--- config.mk ---
export PLATFORM = sky130hd
export DESIGN_NAME = mem_port_arbiter_flat
export DESIGN_NICKNAME = d
export VERILOG_FILES = /design/src/rtl/mem_arb_pkg.sv /design/src/rtl/mem_port_arbiter_if.sv /design/src/rtl/mem_arb_pick.sv /design/src/rtl/mem_port_arbiter.sv /design/src/flat_wrapper.sv
export SDC_FILE = /design/constraint.sdc
export NUM_CORES = 1
export LEC_CHECK = 0
export ABC_CLOCK_PERIOD_IN_PS = 2600
export BUFFER_PORTS_ARGS = -buffer_cell sky130_fd_sc_hd__buf_2
export CELL_PAD_IN_SITES_DETAIL_PLACEMENT = 0
export CELL_PAD_IN_SITES_GLOBAL_PLACEMENT = 1
export CORE_ASPECT_RATIO = 0.75
export CORE_MARGIN = 2
export CORE_UTILIZATION = 24
export CTS_BUF_LIST = sky130_fd_sc_hd__clkbuf_8 sky130_fd_sc_hd__clkbuf_16
export CTS_CLUSTER_SIZE = 10
export DETAILED_ROUTE_END_ITERATION = 8
export PLACE_DENSITY = 0.89
export SLEW_MARGIN = 20
export SYNTH_ARGS = -nofsm -noshare
export SYNTH_HDL_FRONTEND = slang
export SYNTH_HIERARCHICAL = 1
export SYNTH_SLANG_ARGS = --single-unit
--- constraint.sdc ---
create_clock -name clk -period 2.6 [get_ports clk]
set_clock_uncertainty 0.2 [all_clocks]
set_input_delay 0.26 -clock clk [delete_from_list [all_inputs] [get_ports clk]]
set_output_delay 0.26 -clock clk [all_outputs]
set_load 0.02 [all_outputs]
--- src/rtl/mem_arb_pkg.sv ---
// Shared types and width helper for the unified memory-port arbiter.
package mem_arb_pkg;

  typedef enum logic {ARB_IDLE, ARB_WAIT} arb_state_t;
  typedef enum logic {OWN_IF, OWN_D} arb_owner_t;

  // Bits needed to count 0..v-1, never less than 1.
  function automatic int clog2(input int v);
    int r;
    r = 0;
    for (int i = 0; i < 31; i++) begin
      if ((1 << i) < v) r = i + 1;
    end
    return (r < 1) ? 1 : r;
  endfunction

endpackage

--- src/rtl/mem_port_arbiter_if.sv ---
// Requester (IF, D) and memory-side signals of the shared memory port.
interface mem_port_arbiter_if #(
  parameter int ADDR_W = 32,
  parameter int DATA_W = 32
);
  logic              if_req;
  logic [ADDR_W-1:0] if_addr;
  logic              if_gnt;
  logic              if_rvalid;
  logic [DATA_W-1:0] if_rdata;
  logic              d_req;
  logic              d_we;
  logic [ADDR_W-1:0] d_addr;
  logic [DATA_W-1:0] d_wdata;
  logic              d_gnt;
  logic              d_rvalid;
  logic [DATA_W-1:0] d_rdata;
  logic [ADDR_W-1:0] mem_addr;
  logic              mem_we;
  logic [DATA_W-1:0] mem_wdata;
  logic [DATA_W-1:0] mem_rdata;

  modport slave (
    input  if_req, if_addr, d_req, d_we, d_addr, d_wdata, mem_rdata,
    output if_gnt, if_rvalid, if_rdata, d_gnt, d_rvalid, d_rdata,
           mem_addr, mem_we, mem_wdata
  );

  modport master (
    output if_req, if_addr, d_req, d_we, d_addr, d_wdata, mem_rdata,
    input  if_gnt, if_rvalid, if_rdata, d_gnt, d_rvalid, d_rdata,
           mem_addr, mem_we, mem_wdata
  );
endinterface

--- src/rtl/mem_arb_pick.sv ---
// Winner select: D has priority unless IF has been passed over MAX_STREAK times.
module mem_arb_pick
  import mem_arb_pkg::*;
(
  input  logic       if_req,
  input  logic       d_req,
  input  logic       streak_max,
  output arb_owner_t winner,
  output logic       any_req
);

  always_comb begin
    any_req = if_req | d_req;
    winner  = (d_req && !(if_req && streak_max)) ? OWN_D : OWN_IF;
  end

endmodule

--- src/rtl/mem_port_arbiter.sv ---
// Shares one memory port between instruction fetch and load/store, one access in flight.
//   state    | meaning
//   ARB_IDLE | no access in flight; grant the winner combinationally
//   ARB_WAIT | access issued; count down memory latency, then return data to owner
module mem_port_arbiter
  import mem_arb_pkg::*;
#(
  parameter int ADDR_W     = 32,
  parameter int DATA_W     = 32,
  parameter int MEM_LAT    = 1,
  parameter int MAX_STREAK = 4
) (
  input logic               clk,
  input logic               rst_n,
  mem_port_arbiter_if.slave bus
);

  localparam int LAT_W    = clog2(MEM_LAT);
  localparam int STREAK_W = clog2(MAX_STREAK + 1);

  arb_state_t          state_q, state_d;
  arb_owner_t          owner_q, owner_d;
  logic                we_q, we_d;
  logic [ADDR_W-1:0]   addr_q, addr_d;
  logic [LAT_W-1:0]    lat_q, lat_d;
  logic [STREAK_W-1:0] streak_q, streak_d;

  arb_owner_t          winner;
  logic                any_req;
  logic                streak_max;

  logic                if_gnt, if_rvalid, d_gnt, d_rvalid, mem_we;
  logic [DATA_W-1:0]   if_rdata, d_rdata, mem_wdata;
  logic [ADDR_W-1:0]   mem_addr;

  assign streak_max = (streak_q == STREAK_W'(MAX_STREAK));

  mem_arb_pick u_pick (
    .if_req     (bus.if_req),
    .d_req      (bus.d_req),
    .streak_max (streak_max),
    .winner     (winner),
    .any_req    (any_req)
  );

  always_ff @(posedge clk or negedge rst_n) begin
    if (!rst_n) begin
      state_q  <= ARB_IDLE;
      owner_q  <= OWN_IF;
      we_q     <= 1'b0;
      addr_q   <= '0;
      lat_q    <= '0;
      streak_q <= '0;
    end else begin
      state_q  <= state_d;
      owner_q  <= owner_d;
      we_q     <= we_d;
      addr_q   <= addr_d;
      lat_q    <= lat_d;
      streak_q <= streak_d;
    end
  end

  // Everything is gated by rst_n so a held request cannot leak a grant during reset.
  always_comb begin
    state_d   = state_q;
    owner_d   = owner_q;
    we_d      = we_q;
    addr_d    = addr_q;
    lat_d     = lat_q;
    streak_d  = streak_q;
    if_gnt    = 1'b0;
    if_rvalid = 1'b0;
    if_rdata  = '0;
    d_gnt     = 1'b0;
    d_rvalid  = 1'b0;
    d_rdata   = '0;
    mem_addr  = '0;
    mem_we    = 1'b0;
    mem_wdata = '0;
    if (rst_n) begin
      case (state_q)
        ARB_IDLE: begin
          if (any_req) begin
            state_d = ARB_WAIT;
            owner_d = winner;
            lat_d   = LAT_W'(MEM_LAT - 1);
            if (winner == OWN_D) begin
              d_gnt     = 1'b1;
              mem_addr  = bus.d_addr;
              mem_we    = bus.d_we;
              mem_wdata = bus.d_wdata;
              addr_d    = bus.d_addr;
              we_d      = bus.d_we;
              if (!bus.if_req) streak_d = '0;
              else if (!streak_max) streak_d = STREAK_W'(streak_q + 1'b1);
            end else begin
              if_gnt   = 1'b1;
              mem_addr = bus.if_addr;
              addr_d   = bus.if_addr;
              we_d     = 1'b0;
              streak_d = '0;
            end
          end
        end
        ARB_WAIT: begin
          mem_addr = addr_q;
          if (lat_q == '0) begin
            state_d = ARB_IDLE;
            if (owner_q == OWN_D) begin
              d_rvalid = 1'b1;
              d_rdata  = we_q ? '0 : bus.mem_rdata;
            end else begin
              if_rvalid = 1'b1;
              if_rdata  = bus.mem_rdata;
            end
          end else begin
            lat_d = LAT_W'(lat_q - 1'b1);
          end
        end
        default: state_d = ARB_IDLE;
      endcase
    end
  end

  assign bus.if_gnt    = if_gnt;
  assign bus.if_rvalid = if_rvalid;
  assign bus.if_rdata  = if_rdata;
  assign bus.d_gnt     = d_gnt;
  assign bus.d_rvalid  = d_rvalid;
  assign bus.d_rdata   = d_rdata;
  assign bus.mem_addr  = mem_addr;
  assign bus.mem_we    = mem_we;
  assign bus.mem_wdata = mem_wdata;

endmodule

--- src/flat_wrapper.sv ---
// flat-port wrapper written by rule: the top's interface ports become plain ports
module mem_port_arbiter_flat import mem_arb_pkg::*;
#(
  parameter int ADDR_W     = 32,
  parameter int DATA_W     = 32,
  parameter int MEM_LAT    = 1,
  parameter int MAX_STREAK = 4
)
  (clk, rst_n, bus_if_req, bus_if_addr, bus_d_req, bus_d_we, bus_d_addr, bus_d_wdata, bus_mem_rdata, bus_if_gnt, bus_if_rvalid, bus_if_rdata, bus_d_gnt, bus_d_rvalid, bus_d_rdata, bus_mem_addr, bus_mem_we, bus_mem_wdata);
  mem_port_arbiter_if #(.ADDR_W(ADDR_W), .DATA_W(DATA_W)) bus_i ();
  input logic clk;
  input logic rst_n;
  input wire logic [$bits(bus_i.if_req)-1:0] bus_if_req;
  input wire logic [$bits(bus_i.if_addr)-1:0] bus_if_addr;
  input wire logic [$bits(bus_i.d_req)-1:0] bus_d_req;
  input wire logic [$bits(bus_i.d_we)-1:0] bus_d_we;
  input wire logic [$bits(bus_i.d_addr)-1:0] bus_d_addr;
  input wire logic [$bits(bus_i.d_wdata)-1:0] bus_d_wdata;
  input wire logic [$bits(bus_i.mem_rdata)-1:0] bus_mem_rdata;
  output wire logic [$bits(bus_i.if_gnt)-1:0] bus_if_gnt;
  output wire logic [$bits(bus_i.if_rvalid)-1:0] bus_if_rvalid;
  output wire logic [$bits(bus_i.if_rdata)-1:0] bus_if_rdata;
  output wire logic [$bits(bus_i.d_gnt)-1:0] bus_d_gnt;
  output wire logic [$bits(bus_i.d_rvalid)-1:0] bus_d_rvalid;
  output wire logic [$bits(bus_i.d_rdata)-1:0] bus_d_rdata;
  output wire logic [$bits(bus_i.mem_addr)-1:0] bus_mem_addr;
  output wire logic [$bits(bus_i.mem_we)-1:0] bus_mem_we;
  output wire logic [$bits(bus_i.mem_wdata)-1:0] bus_mem_wdata;
  assign bus_i.if_req = bus_if_req;
  assign bus_i.if_addr = bus_if_addr;
  assign bus_i.d_req = bus_d_req;
  assign bus_i.d_we = bus_d_we;
  assign bus_i.d_addr = bus_d_addr;
  assign bus_i.d_wdata = bus_d_wdata;
  assign bus_i.mem_rdata = bus_mem_rdata;
  assign bus_if_gnt = bus_i.if_gnt;
  assign bus_if_rvalid = bus_i.if_rvalid;
  assign bus_if_rdata = bus_i.if_rdata;
  assign bus_d_gnt = bus_i.d_gnt;
  assign bus_d_rvalid = bus_i.d_rvalid;
  assign bus_d_rdata = bus_i.d_rdata;
  assign bus_mem_addr = bus_i.mem_addr;
  assign bus_mem_we = bus_i.mem_we;
  assign bus_mem_wdata = bus_i.mem_wdata;
  mem_port_arbiter #(.ADDR_W(ADDR_W), .DATA_W(DATA_W), .MEM_LAT(MEM_LAT), .MAX_STREAK(MAX_STREAK)) u_core (.clk(clk), .rst_n(rst_n), .bus(bus_i));
endmodule
==> metrics.csv <==
stage;metric;value;unit
sta;Slew headroom;0.662;
min_path;min-delay worst type;primary input to register;
placement;RePlAce Congestion;0.886;
power_and_ir_drop;Gate power share;0.409;
cts;H-tree depth;2;
layout;most common cell after layout, fill and taps aside;buf_2;
routing;Via density;4.44;
setup_path;CP max stage cell;dfrtp_1;
placement;Post-DP Area;4260;um2
power_and_ir_drop;Power Dens Cells;499;nW/um2
synthesis;syn nets;456;
synthesis;Distinct cells, synth;24;
setup_path;Crit Reg-Reg Endpoint;u_core/addr_q[13];
synthesis;syn_area_per_cell;8.74;um2
setup_path;Worst EP required;2.14;ns
cts;CTS tree;yes;
setup_path;CP bufs+invs;5;
power_and_ir_drop;Reg power frac;0.345;
min_path;Hold Startpoint;rst_n;
global_route;first-pass GRT wire length;14.8;mm
die;Chip Width;129;um
power_and_ir_drop;clock share of power;0.246;
synthesis;main area contributors after synthesis;dfrtp_1, a21o_1, and2_1;
cts;CTS root buf;clkbuf_16;
synthesis;ys async rst share;1.00;
global_route;vias in the first global route;2964;
placement;I/O Buffers;265;
sta;Fin. Hold Viols;0;
synthesis;Yosys warning count;6;
layout;design area;4660;um2
setup_path;crit path max fanout;8;
power_and_ir_drop;P_leak;0.00324;uW
setup_path;WS Path Type;register to primary output;
sta;Worst-Margin Slew;0.508;ns
sta;Final TNS setup;0;ns
synthesis;Post-Synthesis Cell Area;2810;um2
routing;drt pass-1 iters;4;
setup_path;Setup crit end kind;primary output;
setup_path;reg2reg start;u_core/streak_q[0];
min_path;hold endpoint;u_core/state_q;
layout;most frequent cells in the layout;buf_2, and2_1, a21o_1, dfrtp_1, and3_1;
setup_path;family with the most delay on the worst path;buffers and inverters;
synthesis;largest area contributor in the netlist;dfrtp_1;
flow_run;max_cap viols;0;
layout;share of cells above drive strength 1;0.520;
sta;final period utilization;0.970;
routing;Antenna Violating Nets Remaining;0;
sta;PnR worst setup slack;0.0769;ns
die;Site Rows;34;
die;DIE AREA;12600;um2
setup_path;Worst path max stage delay;0.37;ns
power_and_ir_drop;Switching Fraction;0.349;
global_route;Total GRT Usage;0.144;
setup_path;CP cell instances;inv_2 -> ha_4 -> nand2_2 -> inv_2 -> a21boi_4 -> buf_12 -> clkbuf_16 -> mux2i_1 -> nor2_1 -> a21o_1 -> buf_2;
cts;clock buffer depth;2;
routing;routed via count;3251;
synthesis;Synth Register Bits;38;
cts;Clock Sinks;38;
min_path;WHS Path Cells;2;
global_route;gr ovfl total;0;
setup_path;R2R Setup Slk;0.53;ns
power_and_ir_drop;internal power;1510;uW
setup_path;WP data arrival;2.06;ns
setup_path;most used cell, CP;inv_2;
synthesis;Post-Syn Instances;321;
cts;cts bufs inserted;5;
global_route;largest net degree at the start of global routing;57;
cts;Worst-path clk slew;0.05;ns
layout;Layout Area Growth over Synthesis;66.0;%
sta;# setup viols final;0;
synthesis;number of enable flip-flop cells after synthesis;0;
power_and_ir_drop;Switch Pwr;810;uW
die;core area;11500;um2
die;Starting Density;0.244;
synthesis;prevailing post-synth register cell;dfrtp_1;
power_and_ir_drop;Final Power;2320;uW
die;die span in y;97.7;um
power_and_ir_drop;Peak VDD IR;0.000274;V
setup_path;critical path startpoint category;register;
setup_path;worst reg2reg path depth;11;
synthesis;area share of the largest cell type after synthesis;0.339;
routing;DRC viols;0;
placement;dpl hpwl;7.76;mm
sta;Period minus WS final;2.52;ns
routing;drt wl/cell;14.1;um
sta;Max Fclk;0.396;GHz
sta;max-slew violations;0;
cts;later-pin clock latency in the skew report;0.27;ns
routing;drt total wl;10.3;mm
die;IO Count;266;
layout;nets;722;
synthesis;Seq/Total Area, Yosys;0.339;
outcome;status;finished, final reports clean;
routing;Starting DRT DRC Count;80;
global_route;initial antenna violation count;1;
placement;post-place setup slack;0.248;ns
## sequential cells by signal (all words and copies together) (netlist names)
| name | flops |
|---|---|
| u_core/addr_q | 32 |
| u_core/streak_q | 3 |
| u_core/owner_q | 1 |
| u_core/state_q | 1 |
| u_core/we_q | 1 |
## power groups by stage
stage | Clock, uW | Sequential (uW) | Combinational [uW]
global route | 616 | 816 | 1030
CTS | 590 | 798 | 878
global placement | 0 | 802 | 850
detailed placement | 0 | 806 | 873
floorplan | 0 | 788 | 568
finish | 572 | 801 | 950
## synth_stat cells (2+ instances only)
cell	number
a21o_1	66
a21oi_1	2
and2_1	66
and2b_1	2
and3_1	34
buf_2	12
buf_4	3
clkbuf_1	10
clkbuf_2	4
dfrtp_1	38
ha_1	2
inv_1	5
mux2i_1	33
nand2_1	2
nor2_1	33
## kinds of logic after synthesis
| logic type | count (synthesis) | synth area share |
|---|---|---|
| AND/OR/NAND/NOR | 141 | 0.285 |
| AO/OA/AOI/OAI | 73 | 0.193 |
| flip-flops | 38 | 0.339 |
| buffers and inverters | 34 | 0.0566 |
| multiplexers | 33 | 0.118 |
| adder cells (fa/ha/maj) | 2 | 0.00892 |
## worst max-delay path by stage
| stage | slack, ns | start | end | cells past startpoint |
|---|---|---|---|---|
| floorplan | 0.42 | u_core/streak_q[0] | bus_mem_wdata[22] | 9 |
| global placement | 0.31 | u_core/streak_q[0] | bus_mem_addr[17] | 10 |
| detailed placement | 0.25 | u_core/streak_q[0] | bus_mem_addr[28] | 10 |
| CTS | -0.01 | u_core/streak_q[0] | bus_mem_addr[28] | 10 |
| global route | -0.02 | u_core/streak_q[1] | bus_mem_addr[1] | 11 |
| finish | 0.08 | u_core/streak_q[0] | bus_mem_addr[2] | 11 |
## stage by stage
step	utilization	hold WS (ns)	cells
global placement	0.371	-0.0920	709
floorplan	-	-0.236	321
detailed placement	0.371	-0.0879	709
finish	0.406	0.0739	732
CTS	0.384	0.0749	718
global route	0.406	0.0965	732
## final cells by class
class,instances,area [um2]
Clock inverter,2,10.0
Clock buffer,5,125
Tap cell,144,180
Inverter,5,18.8
Antenna cell,1,2.50
Sequential cell,38,951
Timing Repair Buffer,288,1630
Fill cell,1191,6830
Multi-Input combinational cell,249,1740
## metal layers
metal  share of wire  global-route usage  vias up
li1                -                   -     1622
met1            0.46               0.190     1488
met2            0.47               0.243      131
met3           0.059              0.0270       10
met4           0.012              0.0343        0
met5               0                   0        -
## what timing repair did
action	CTS	global route
setup endpoints to repair	24	66
pin swaps	0	6
buffers inserted	0	9
hold buffers	2	0
endpoints found under the hold margin	3	0
resized for setup	1	20
gates cloned	0	4
No activity file was read; power rests on OpenSTA's default activity.
